==> src/rtl/debounce_pkg.sv <==
// -----------------------------------------------------------------------------
// debounce_pkg
//   Shared types and default constants for the input conditioning path
//   (sync_chain + sync_debounce).
//
//   Contents:
//     deb_state_t          debounce FSM state encoding (STABLE, CHECK)
//     DEB_SYNC_STAGES_DEF  default synchroniser depth
//     DEB_CYCLES_DEF       default number of cycles a new level must hold
//     DEB_SYNC_STAGES_MIN/MAX, DEB_CYCLES_MIN/MAX  legal parameter ranges
//     deb_cnt_w_ok()       checks that a counter width can hold DEB_CYCLES-1
// -----------------------------------------------------------------------------
package debounce_pkg;

    typedef enum logic {
        STABLE = 1'b0,
        CHECK  = 1'b1
    } deb_state_t;

    localparam int DEB_SYNC_STAGES_DEF = 2;
    localparam int DEB_CYCLES_DEF      = 4;

    localparam int DEB_SYNC_STAGES_MIN = 2;
    localparam int DEB_SYNC_STAGES_MAX = 4;
    localparam int DEB_CYCLES_MIN      = 2;
    localparam int DEB_CYCLES_MAX      = 255;

    // True when a cnt_w-bit counter can represent every value up to deb_cycles.
    function automatic bit deb_cnt_w_ok(input int cnt_w, input int deb_cycles);
        return (cnt_w > 0) && (cnt_w < 31) && ((1 << cnt_w) > deb_cycles);
    endfunction

endpackage : debounce_pkg

==> src/rtl/sync_chain.sv <==
// -----------------------------------------------------------------------------
// sync_chain
//   Plain flop-chain synchroniser for a single asynchronous level. Used by
//   sync_debounce and by any other clock-crossing control input.
//
//   Parameters:
//     SYNC_STAGES  number of flops in the chain (2..4)
//     RST_VAL      value every flop takes while rst_n is low
//
//   Ports:
//     clk    input   system clock, all flops on posedge
//     rst_n  input   asynchronous active-low reset
//     d      input   asynchronous level
//     q      output  synchronised level (last flop of the chain)
// -----------------------------------------------------------------------------
module sync_chain
    import debounce_pkg::*;
#(
    parameter int   SYNC_STAGES = DEB_SYNC_STAGES_DEF,
    parameter logic RST_VAL     = 1'b0
) (
    input  logic clk,
    input  logic rst_n,
    input  logic d,
    output logic q
);

    generate
        if ((SYNC_STAGES < DEB_SYNC_STAGES_MIN) || (SYNC_STAGES > DEB_SYNC_STAGES_MAX)) begin : g_bad_stages
            $error("sync_chain: SYNC_STAGES must be in 2..4");
        end
    endgenerate

    // Bit 0 samples the pin; nothing sits between stages so each flop gets a
    // full cycle to resolve metastability.
    logic [SYNC_STAGES-1:0] sync_q;

    always_ff @(posedge clk or negedge rst_n) begin
        if (!rst_n) begin
            sync_q <= {SYNC_STAGES{RST_VAL}};
        end else begin
            sync_q <= {sync_q[SYNC_STAGES-2:0], d};
        end
    end

    assign q = sync_q[SYNC_STAGES-1];

endmodule : sync_chain

==> src/rtl/sync_debounce.sv <==
// -----------------------------------------------------------------------------
// sync_debounce
//   Conditions a raw, possibly bouncy asynchronous level (button, external pin)
//   into a clean level for edge_det. The input is first synchronised by
//   sync_chain, then a new level is accepted only after it has been seen on
//   DEB_CYCLES consecutive cycles.
//
//   Optional feature macro: SYNC_DEBOUNCE_GLITCH_CNT_EN
//     defined   -> glitch_cnt port and a saturating rejected-transition counter
//     undefined -> port and counter absent, all other behaviour identical
//
//   Parameters:
//     SYNC_STAGES  synchroniser depth (2..4)
//     DEB_CYCLES   consecutive cycles a new level must hold (2..255)
//     RST_VAL      reset value of the sync chain and of data_out
//     CNT_W        width of stability / glitch counters, 2^CNT_W > DEB_CYCLES
//
//   Ports:
//     clk         input   system clock
//     rst_n       input   asynchronous active-low reset
//     din_async   input   raw asynchronous level
//     data_out    output  debounced synchronised level (feeds edge_det.data)
//     busy        output  high while a candidate change is being qualified
//     glitch_cnt  output  rejected-transition count (macro builds only)
//
//   FSM states:
//     state  | meaning
//     -------+---------------------------------------------------------------
//     STABLE | synchronised input equals data_out, nothing pending
//     CHECK  | synchronised input differs, counting consecutive cycles
// -----------------------------------------------------------------------------
module sync_debounce
    import debounce_pkg::*;
#(
    parameter int   SYNC_STAGES = DEB_SYNC_STAGES_DEF,
    parameter int   DEB_CYCLES  = DEB_CYCLES_DEF,
    parameter logic RST_VAL     = 1'b0,
    parameter int   CNT_W       = 8
) (
    input  logic             clk,
    input  logic             rst_n,
    input  logic             din_async,
    output logic             data_out,
    output logic             busy
`ifdef SYNC_DEBOUNCE_GLITCH_CNT_EN
    ,
    output logic [CNT_W-1:0] glitch_cnt
`endif
);

    generate
        if ((DEB_CYCLES < DEB_CYCLES_MIN) || (DEB_CYCLES > DEB_CYCLES_MAX)) begin : g_bad_deb
            $error("sync_debounce: DEB_CYCLES must be in 2..255");
        end
        if (!deb_cnt_w_ok(CNT_W, DEB_CYCLES)) begin : g_bad_cnt_w
            $error("sync_debounce: CNT_W too narrow, need 2^CNT_W > DEB_CYCLES");
        end
    endgenerate

    localparam logic [CNT_W-1:0] CNT_LAST = CNT_W'(DEB_CYCLES - 1);
    localparam logic [CNT_W-1:0] CNT_ONE  = CNT_W'(1);

    logic             sync_q;

    deb_state_t       state_q, state_d;
    logic [CNT_W-1:0] cnt_q,   cnt_d;
    logic             data_q,  data_d;
    logic             busy_q,  busy_d;

    sync_chain #(
        .SYNC_STAGES (SYNC_STAGES),
        .RST_VAL     (RST_VAL)
    ) u_sync_chain (
        .clk   (clk),
        .rst_n (rst_n),
        .d     (din_async),
        .q     (sync_q)
    );

    // cnt_q counts how many consecutive cycles the differing level has been
    // seen; entering CHECK already counts the first one.
    always_comb begin
        state_d = state_q;
        cnt_d   = cnt_q;
        data_d  = data_q;

        case (state_q)
            STABLE: begin
                if (sync_q != data_q) begin
                    state_d = CHECK;
                    cnt_d   = CNT_ONE;
                end else begin
                    cnt_d   = '0;
                end
            end

            CHECK: begin
                if (sync_q == data_q) begin
                    state_d = STABLE;
                    cnt_d   = '0;
                end else if (cnt_q == CNT_LAST) begin
                    data_d  = sync_q;
                    state_d = STABLE;
                    cnt_d   = '0;
                end else begin
                    cnt_d   = cnt_q + 1'b1;
                end
            end

            default: begin
                state_d = STABLE;
                cnt_d   = '0;
            end
        endcase

        // busy is a flop that tracks the state register exactly.
        busy_d = (state_d == CHECK);
    end

    always_ff @(posedge clk or negedge rst_n) begin
        if (!rst_n) begin
            state_q <= STABLE;
            cnt_q   <= '0;
            data_q  <= RST_VAL;
            busy_q  <= 1'b0;
        end else begin
            state_q <= state_d;
            cnt_q   <= cnt_d;
            data_q  <= data_d;
            busy_q  <= busy_d;
        end
    end

    assign data_out = data_q;
    assign busy     = busy_q;

`ifdef SYNC_DEBOUNCE_GLITCH_CNT_EN
    // A glitch is a CHECK that falls back to STABLE because the input
    // reverted before qualifying.
    logic             glitch_evt;
    logic [CNT_W-1:0] glitch_q, glitch_d;

    assign glitch_evt = (state_q == CHECK) && (sync_q == data_q);

    always_comb begin
        glitch_d = glitch_q;
        if (glitch_evt && (glitch_q != {CNT_W{1'b1}})) begin
            glitch_d = glitch_q + 1'b1;
        end
    end

    always_ff @(posedge clk or negedge rst_n) begin
        if (!rst_n) begin
            glitch_q <= '0;
        end else begin
            glitch_q <= glitch_d;
        end
    end

    assign glitch_cnt = glitch_q;
`endif

endmodule : sync_debounce
==> config.mk <==
export PLATFORM = sky130hd
export DESIGN_NAME = sync_debounce
export DESIGN_NICKNAME = d
export VERILOG_FILES = /design/src/rtl/debounce_pkg.sv /design/src/rtl/sync_chain.sv /design/src/rtl/sync_debounce.sv
export SDC_FILE = /design/constraint.sdc
export NUM_CORES = 1
export LEC_CHECK = 0
export ABC_AREA = 1
export CAP_MARGIN = 20
export CORE_MARGIN = 2
export CORE_UTILIZATION = 50
export CTS_CLUSTER_DIAMETER = 80
export DETAILED_ROUTE_END_ITERATION = 8
export PLACE_DENSITY = 0.75
export SLEW_MARGIN = 30
export SYNTH_ARGS = -nofsm -noshare
export SYNTH_HDL_FRONTEND = slang
export SYNTH_SLANG_ARGS = --single-unit
==> constraint.sdc <==
create_clock -name clk -period 2.8 [get_ports clk]
set_clock_uncertainty 0.15 [all_clocks]
set_input_delay 0.28 -clock clk [delete_from_list [all_inputs] [get_ports clk]]
set_output_delay 0.28 -clock clk [all_outputs]
set_load 0.005 [all_outputs]
# After elaboration in Yosys (flattened, before gate mapping)
# Index checks and enable logic that the tools add are counted.
# Widths: inputs -> output; s select.
dict set report op_classes {
  add_sub_neg 1
  eq_ne 3
  mux 8
  bitwise 2
  reduce_logical 1
}
# cell n
set op_table {}
lappend op_table {{$mux 8} 2}
lappend op_table {{$pmux 8 s2} 1}
lappend op_table {{$add 8x1->8 const B} 1}
lappend op_table {{$eq 8x2->1 const B} 1}
lappend op_table {{$mux 1} 4}
lappend op_table {{$reduce_and 3->1} 1}
lappend op_table {{$not 1->1} 2}
lappend op_table {{$pmux 1 s2} 1}
lappend op_table {{$eq 1x1->1} 1}
lappend op_table {{$ne 1x1->1} 1}
dict set report word_totals {
  ff_bits 12
  wordCells 19
}

# Depth between registers and ports, before layout
# Gate-level depths: netlist of run 1.
dict set report logic_depth {
  depth_word 4
  mapped_depth 6
}

# By module
# Synthesis of run 1 repeated with hierarchy kept, for this count alone.
dict set report hier_totals {
  cells_unflattened 80
  area_unflattened_um2 638.1
}
# mod instances cells_each area_each_um2 seq_area_each_um2
set modules_own_cells {}
lappend modules_own_cells {sync_debounce 1 78 588.1 250.2}
lappend modules_own_cells {sync_chain 1 2 50.0 50.0}

# Least setup slack after synthesis of run 1
# Ideal clock, no wire load.
dict set report synth_timing {
  kind {register to register}
  startpoint {register cnt_q[0]}
  endpoint {register cnt_q[6]}
  arrival_ns 0.996
  required_time_ns 2.532
  slack_ns 1.536
  stages_incl_launch_ff 7
  period_less_slack_ns 1.264
  cell_sequence {dfrtp_1 > ha_1 > nand2_4 > nor2_4 > nand2_4 > nand2_4 > nor2_2}
}
dict set report synth_between {
  elab_chain_cells 4
}
# item line
set synth_rtl {}
lappend synth_rtl {{start: declaration} sync_debounce.sv:66} ;# logic [CNT_W-1:0] cnt_q, cnt_d;
lappend synth_rtl {{start signal: assignment} sync_debounce.sv:128} ;# cnt_q <= cnt_d;
lappend synth_rtl {{$add 8x1->8 or $eq 8x2->1 (tied branches)} {sync_debounce.sv:106, sync_debounce.sv:101}}
lappend synth_rtl {{$mux 8 *} sync_debounce.sv:101} ;# end else if (cnt_q == CNT_LAST) begin
lappend synth_rtl {{$mux 8 *} sync_debounce.sv:98} ;# if (sync_q == data_q) begin
lappend synth_rtl {{$pmux 8 s2 *} sync_debounce.sv:87} ;# case (state_q)
lappend synth_rtl {{net cnt_d[6]} sync_debounce.sv:66}
# Mark *: on every way through the listed nets, which the timed path passes. The rest lies on a longest branch.
# A chain may end at the register's enable or synchronous reset.

# Worst setup path after layout of run 1
dict set report layout_timing {
  startpoint {register busy_q (netlist: busy)}
  endpoint {output port busy}
}
# item line
set layout_lines {}
lappend layout_lines {{start: declaration} sync_debounce.sv:68} ;# logic busy_q, busy_d;
lappend layout_lines {{start signal: assignment} sync_debounce.sv:130} ;# busy_q <= busy_d;
lappend layout_lines {{end: declaration} sync_debounce.sv:44} ;# output logic busy
# No word-level cell between the ends.

==> impl_metrics.tcl, run 1 <==
set metrics [dict create \
    hold_end "u_sync_chain.sync_q[1]$_DFF_PN0_" \
    ff_latch_area_um2 300 \
    crit_path_start_kind "register" \
    min_period_over_period_pct 59.5 \
    rr_worst_depth 6 \
    multi_input_area_um2 307 \
    final_common_cell "nand2_1" \
    io_pins 5 \
    dp.cells 100 \
    hp-class "reg -> reg" \
    rsz0062_at_grt "no" \
    yosysUniqueCellTypes 17 \
    final_max_slew_viol_count 0 \
    synth_area_um2 659 \
    io_buffers 4 \
    vias_per_cell 4.89 \
    hold_start "u_sync_chain.sync_q[0]$_DFF_PN0_" \
    tns_ns 0 \
    grt_max_degree 13 \
    fmax_mhz 600 \
    syn_nets 86 \
    synth_area_leaders "dfrtp_1 (46%), nand2_1 (11%), inv_1 (6.8%)" \
    post_cts.repair.setup_buffers 0 \
    yosysSeqAreaShare_pct 45.5 \
    slew_headroom_pct 62.8 \
    yosys.area.top_type "dfrtp_1" \
    cp_num_buf_inv 1 \
    cap_violations 0 \
    n_fill_cell 118 \
    arrival_ns 1.24 \
    clock_sinks 12 \
    grt_pass1_wl_um 1760 \
    clk_latency_ns 0.27 \
    rows 13 \
    ys_warn_count 0 \
    synth.avg_cell_area_um2 8.14 \
    die_h_um 40.3 \
    detail-route-antenna-nets 0 \
    cp.required_ns 2.37 \
    run_status "finished clean" \
    slowest_delay_ns 0.53 \
    r2r_slack_ns 1.43 \
    hold_violations 0 \
    whs_path_depth 0 \
    fin_crit_ns 1.67 \
    area_growth_pct 12.3 \
    cts_buffers 3 \
    cp_cell_sequence "clkdlybuf4s50_1" \
    die_area_mm2 0.00163 \
    grt_pass1_vias 416 \
    synth_top_area_share_pct 45.5 \
    fp.dieW_um 40.3 \
    power_density_mw_per_mm2 724 \
    final_cell_mix "nand2_1 (19), inv_1 (12), dfrtp_1 (12), nand3_1 (7)" \
    core_mm2 0.00127 \
    critPathCaptureType "output port" \
    critPathMaxFanout 6 \
    firstDrtPassIters 4 \
    diodes 0 \
    crit_family "buffers and inverters" \
    cts_max_level 1 \
    cts_tree "yes" \
    criticalPathCategory "reg -> out" \
    cts_buffer_depth 2 \
    rr_endpoint "data_out$_DFFE_PN0P_" \
    leakage_nw 0.352 \
    clk_pin_slew_ns 0.07 \
    vias 504 \
    cts_root_buf "clkbuf_4" \
    ir_drop_mv 0.358 \
    gp_congestion 0.799 \
    dp_hpwl_um 880 \
    cts_resized 0 \
    critPathSlowestCell "clkdlybuf4s50_1" \
    wl_per_cell_um 11.1 \
    hold_ws_ns 0.205 \
    overflow 0 \
    final-instance-count-excl-fill 103 \
    synth_seq_cells 12 \
    final_nets 95 \
    syn_inst 81 \
    start_util_pct 52.0 \
    drive_above_1_share_pct 20.5 \
    r2r-start "cnt_q[0]$_DFF_PN0_" \
    drt_iter0_drc 4 \
    worstMarginPinSlew_ns 0.556 \
    antenna_found_initial 0 \
    track_usage_pct 17.5 \
    drc 0 \
    setup_violations 0 \
    power_uw 536 \
    ctsHoldBuffers 0 \
    routed_wl_um 1140 \
]
-- state kept, by name, summed over array words and instances, names as in the netlist --
register / cells
cnt_q: 8
u_sync_chain.sync_q: 2
busy: 1
data_out: 1
-- power by group --
| group | leakage [nW] | internal, mW | total [mW] | switching (mW) |
|---|---|---|---|---|
| clock | 0.0138 | 0.0498 | 0.106 | 0.0561 |
| combinational | 0.182 | 0.0809 | 0.189 | 0.108 |
| sequential | 0.157 | 0.204 | 0.242 | 0.0376 |
-- synthesized netlist by cell type (all sizes together) --
cell type and instances:
o21ai 3, inv 14, nand4 2, a21oi 2
nor3 1, nor2 14, dfrtp 12, nand3 7
nand2 23, or2 1, ha 2
-- routing by layer --
metal	global-route usage (%)	wire length, µm
met5	0	0
met4	10.0	16
met3	5.00	33
met1	23.5	577
met2	25.0	514
-- stage by stage --
step	instance area [µm²]	setup WS [ns]	util, %
after floorplan	659	1.54	-
after global placement	718	1.42	56.6
after detailed placement	718	1.42	56.6
after CTS	741	1.13	58.4
after global routing	741	1.08	58.4
final	741	1.13	58.4
-- how the worst max path moves through the flow --
stage	end	cells past startpoint	from
4_1_cts	busy	1	busy$_DFF_PN0_
3_3_place_gp	busy	1	busy$_DFF_PN0_
3_5_place_dp	data_out$_DFFE_PN0P_	6	cnt_q[0]$_DFF_PN0_
2_1_floorplan	cnt_q[6]$_DFF_PN0_	6	cnt_q[0]$_DFF_PN0_
6_report	busy	1	busy$_DFF_PN0_
5_1_grt	busy	1	busy$_DFF_PN0_
-- cell type report --
type                            instances  area share (%)
Timing Repair Buffer                    4            5.41
Tap cell                               15            2.53
Clock buffer                            3            3.04
Sequential cell                        12            40.5
Multi-Input combinational cell         55            41.4
Inverter                               14            7.09
-- cells by family after synthesis --
group           share of synthesized area, %
buf+inv                                 7.97
fa+ha+maj                               3.79
flops                                   45.5
compound gates                          4.36
simple gates                            38.3
Power figures use the tool's default switching activity.
==> inputs of run 2 (changes only) <==
- CORE_UTILIZATION: 50 -> 48
- clock period: 2.8 -> 1.5 ns (I/O delays scaled with it)
==> run 2 against run 1 <==
Compared with the run above:
- worst hold slack got worse by 0.20 ns
- first-iteration DRC count rose to 4.5 times the previous value
- sequential power rose by 83%
- non-clock buffer count rose by 3
- register-to-register slack got worse by 1.3 ns
- clock power rose by 150%
- global-route usage rose by 3.0 points
- die area rose by 3.8%
- power rose by 110%
- wire length rose by 13%
- combinational power rose by 120%
- final area rose by 5.2%
- largest power group unchanged
==> impl_metrics.tcl, run 2 (synthesis gave the netlist of run 1 again) <==
set metrics [dict create \
    run_status "finished clean" \
    power_frac_seq_pct 39.4 \
    rr_worst_depth 6 \
    arrival_ns 1.16 \
    routed_wl_um 1280 \
    min_period_over_period_pct 97.6 \
    p_int_uw 715 \
    final_nets 98 \
    p_clk_share_pct 23.6 \
    fp.dieW_um 41.1 \
    cts_tree "yes" \
    gp_congestion 0.798 \
    crit_cells 1 \
    fin_util_pct 60.7 \
    rows 13 \
    io_pins 5 \
    tns_ns 0 \
    cp.required_ns 1.20 \
    cp_num_buf_inv 1 \
    hp-class "in -> async" \
    critPathCaptureType "output port" \
    cts_buffer_depth 2 \
    slowest_delay_ns 0.51 \
    start_util_pct 51.3 \
    postPlaceCellArea_um2 726 \
    dp.cells 101 \
    detail-route-antenna-nets 0 \
    area_growth_pct 18.2 \
    die_h_um 41.1 \
    ir_drop_mv 0.803 \
    rr_endpoint "cnt_q[4]$_DFF_PN0_" \
    drc 0 \
    crit_path_start_kind "register" \
    hold_ws_ns 0.00565 \
    final_max_slew_viol_count 0 \
    vias_per_cell 5.22 \
    core_mm2 0.00128 \
    overflow 0 \
    grt_max_degree 13 \
    cp_cell_sequence "clkdlybuf4s50_1" \
    hold_violations 0 \
    fin_crit_ns 1.46 \
    rsz0062_at_grt "no" \
    drive_above_1_share_pct 25.0 \
    clock_sinks 12 \
    final_area_um2 779 \
    fmax_mhz 683 \
    final_common_cell "nand2_1" \
    grt_pass1_wl_um 2140 \
    power_mw 1.12 \
    leakage_nw 0.372 \
    critPathMaxFanout 3 \
    pre_cts_slack_ns 0.115 \
    crit_family "buffers and inverters" \
    die_area_mm2 0.00169 \
    critPathSlowestCell "clkdlybuf4s50_1" \
    worstMarginPinSlew_ns 0.273 \
    final-instance-count-excl-fill 107 \
    r2r_slack_ns 0.12 \
    comb_power_share_pct 37.0 \
    power_density_mw_per_mm2 1440 \
    diodes 0 \
    antenna_found_initial 0 \
    slew_headroom_pct 81.7 \
    grt_pass1_vias 540 \
    drt_iter0_drc 18 \
    crit_end "busy" \
    cts_root_buf "clkbuf_4" \
    largest_reg_flops 8 \
    cts_buffers 3 \
    setup_violations 0 \
    clk_pin_slew_ns 0.08 \
    clk_latency_ns 0.28 \
    criticalPathCategory "reg -> out" \
    vias 559 \
    io_buffers 4 \
    dp_hpwl_um 890 \
    netSwitchingFraction_pct 36.3 \
    r2r-start "cnt_q[0]$_DFF_PN0_" \
    regMostFlops "cnt_q" \
    wl_per_cell_um 12.0 \
    track_usage_pct 20.5 \
    reg_top3 "cnt_q x8, u_sync_chain.sync_q x2" \
    finalWorstSetupSlack_ns 0.0353 \
    p_switching_uw 408 \
    cap_violations 0 \
    setup.worst_path.start "busy$_DFF_PN0_" \
    cts_max_level 1 \
    final_cell_mix "nand2_1 (19), inv_1 (12), dfrtp_1 (12), nand3_1 (7)" \
    firstDrtPassIters 4 \
]
## run 2: cell types whose count changed in the layout (fill, tap and decap cells not counted)
cell | previous run | this run
clkbuf_8 | 0 | 1
ha_2 | 0 | 1
ha_1 | 2 | 1
buf_4 | 0 | 3
## run 2: how the worst min path moves through the flow
| stage | startpoint | to | slack (ns) | cells after the start |
|---|---|---|---|---|
| floorplan | rst_n | busy$_DFF_PN0_ | -0.30 | 0 |
| global placement | u_sync_chain.sync_q[0]$_DFF_PN0_ | u_sync_chain.sync_q[1]$_DFF_PN0_ | 0.18 | 0 |
| detailed placement | u_sync_chain.sync_q[0]$_DFF_PN0_ | u_sync_chain.sync_q[1]$_DFF_PN0_ | 0.19 | 0 |
| CTS | rst_n | cnt_q[6]$_DFF_PN0_ | 0.01 | 2 |
| global route | rst_n | data_out$_DFFE_PN0P_ | 0.04 | 2 |
| finish | rst_n | cnt_q[6]$_DFF_PN0_ | 0.006 | 2 |
## run 2: power groups by stage
stage	logic (mW)	clock network (mW)	registers, mW
2_1_floorplan	0.254	0	0.446
3_3_place_gp	0.354	0	0.452
3_5_place_dp	0.359	0	0.459
4_1_cts	0.386	0.264	0.447
5_1_grt	0.469	0.288	0.448
6_report	0.416	0.265	0.442
## run 2: area by class of cell
| type | count | area [µm²] |
|---|---|---|
| Clock buffer | 4 | 36.3 |
| Inverter | 14 | 52.6 |
| Fill cell | 104 | 505 |
| Multi-Input combinational cell | 55 | 309 |
| Timing Repair Buffer | 7 | 62.6 |
| Sequential cell | 12 | 300 |
| Tap cell | 15 | 18.8 |
## run 2: layer usage
metal | GRT usage [%] | vias to the layer above | share of wire [%]
met5 | 0 | - | 0
met4 | 12.5 | 0 | 2.4
met3 | 6.52 | 5 | 4.4
met2 | 34.4 | 14 | 47
met1 | 21.9 | 271 | 46
li1 | - | 269 | -
## run 2: worst register-to-register path, delay by kind of cell, from the launching register on
family,cells,cell delay (ns)
DFF,1,0.44
and+or+nand+nor,5,0.43
adders and majority gates,1,0.25
## run 2: repair_timing
action,CTS,global route
buffers inserted,1,1
gates resized for setup,0,1
hold buffers,0,0
endpoints found under the setup margin,1,2
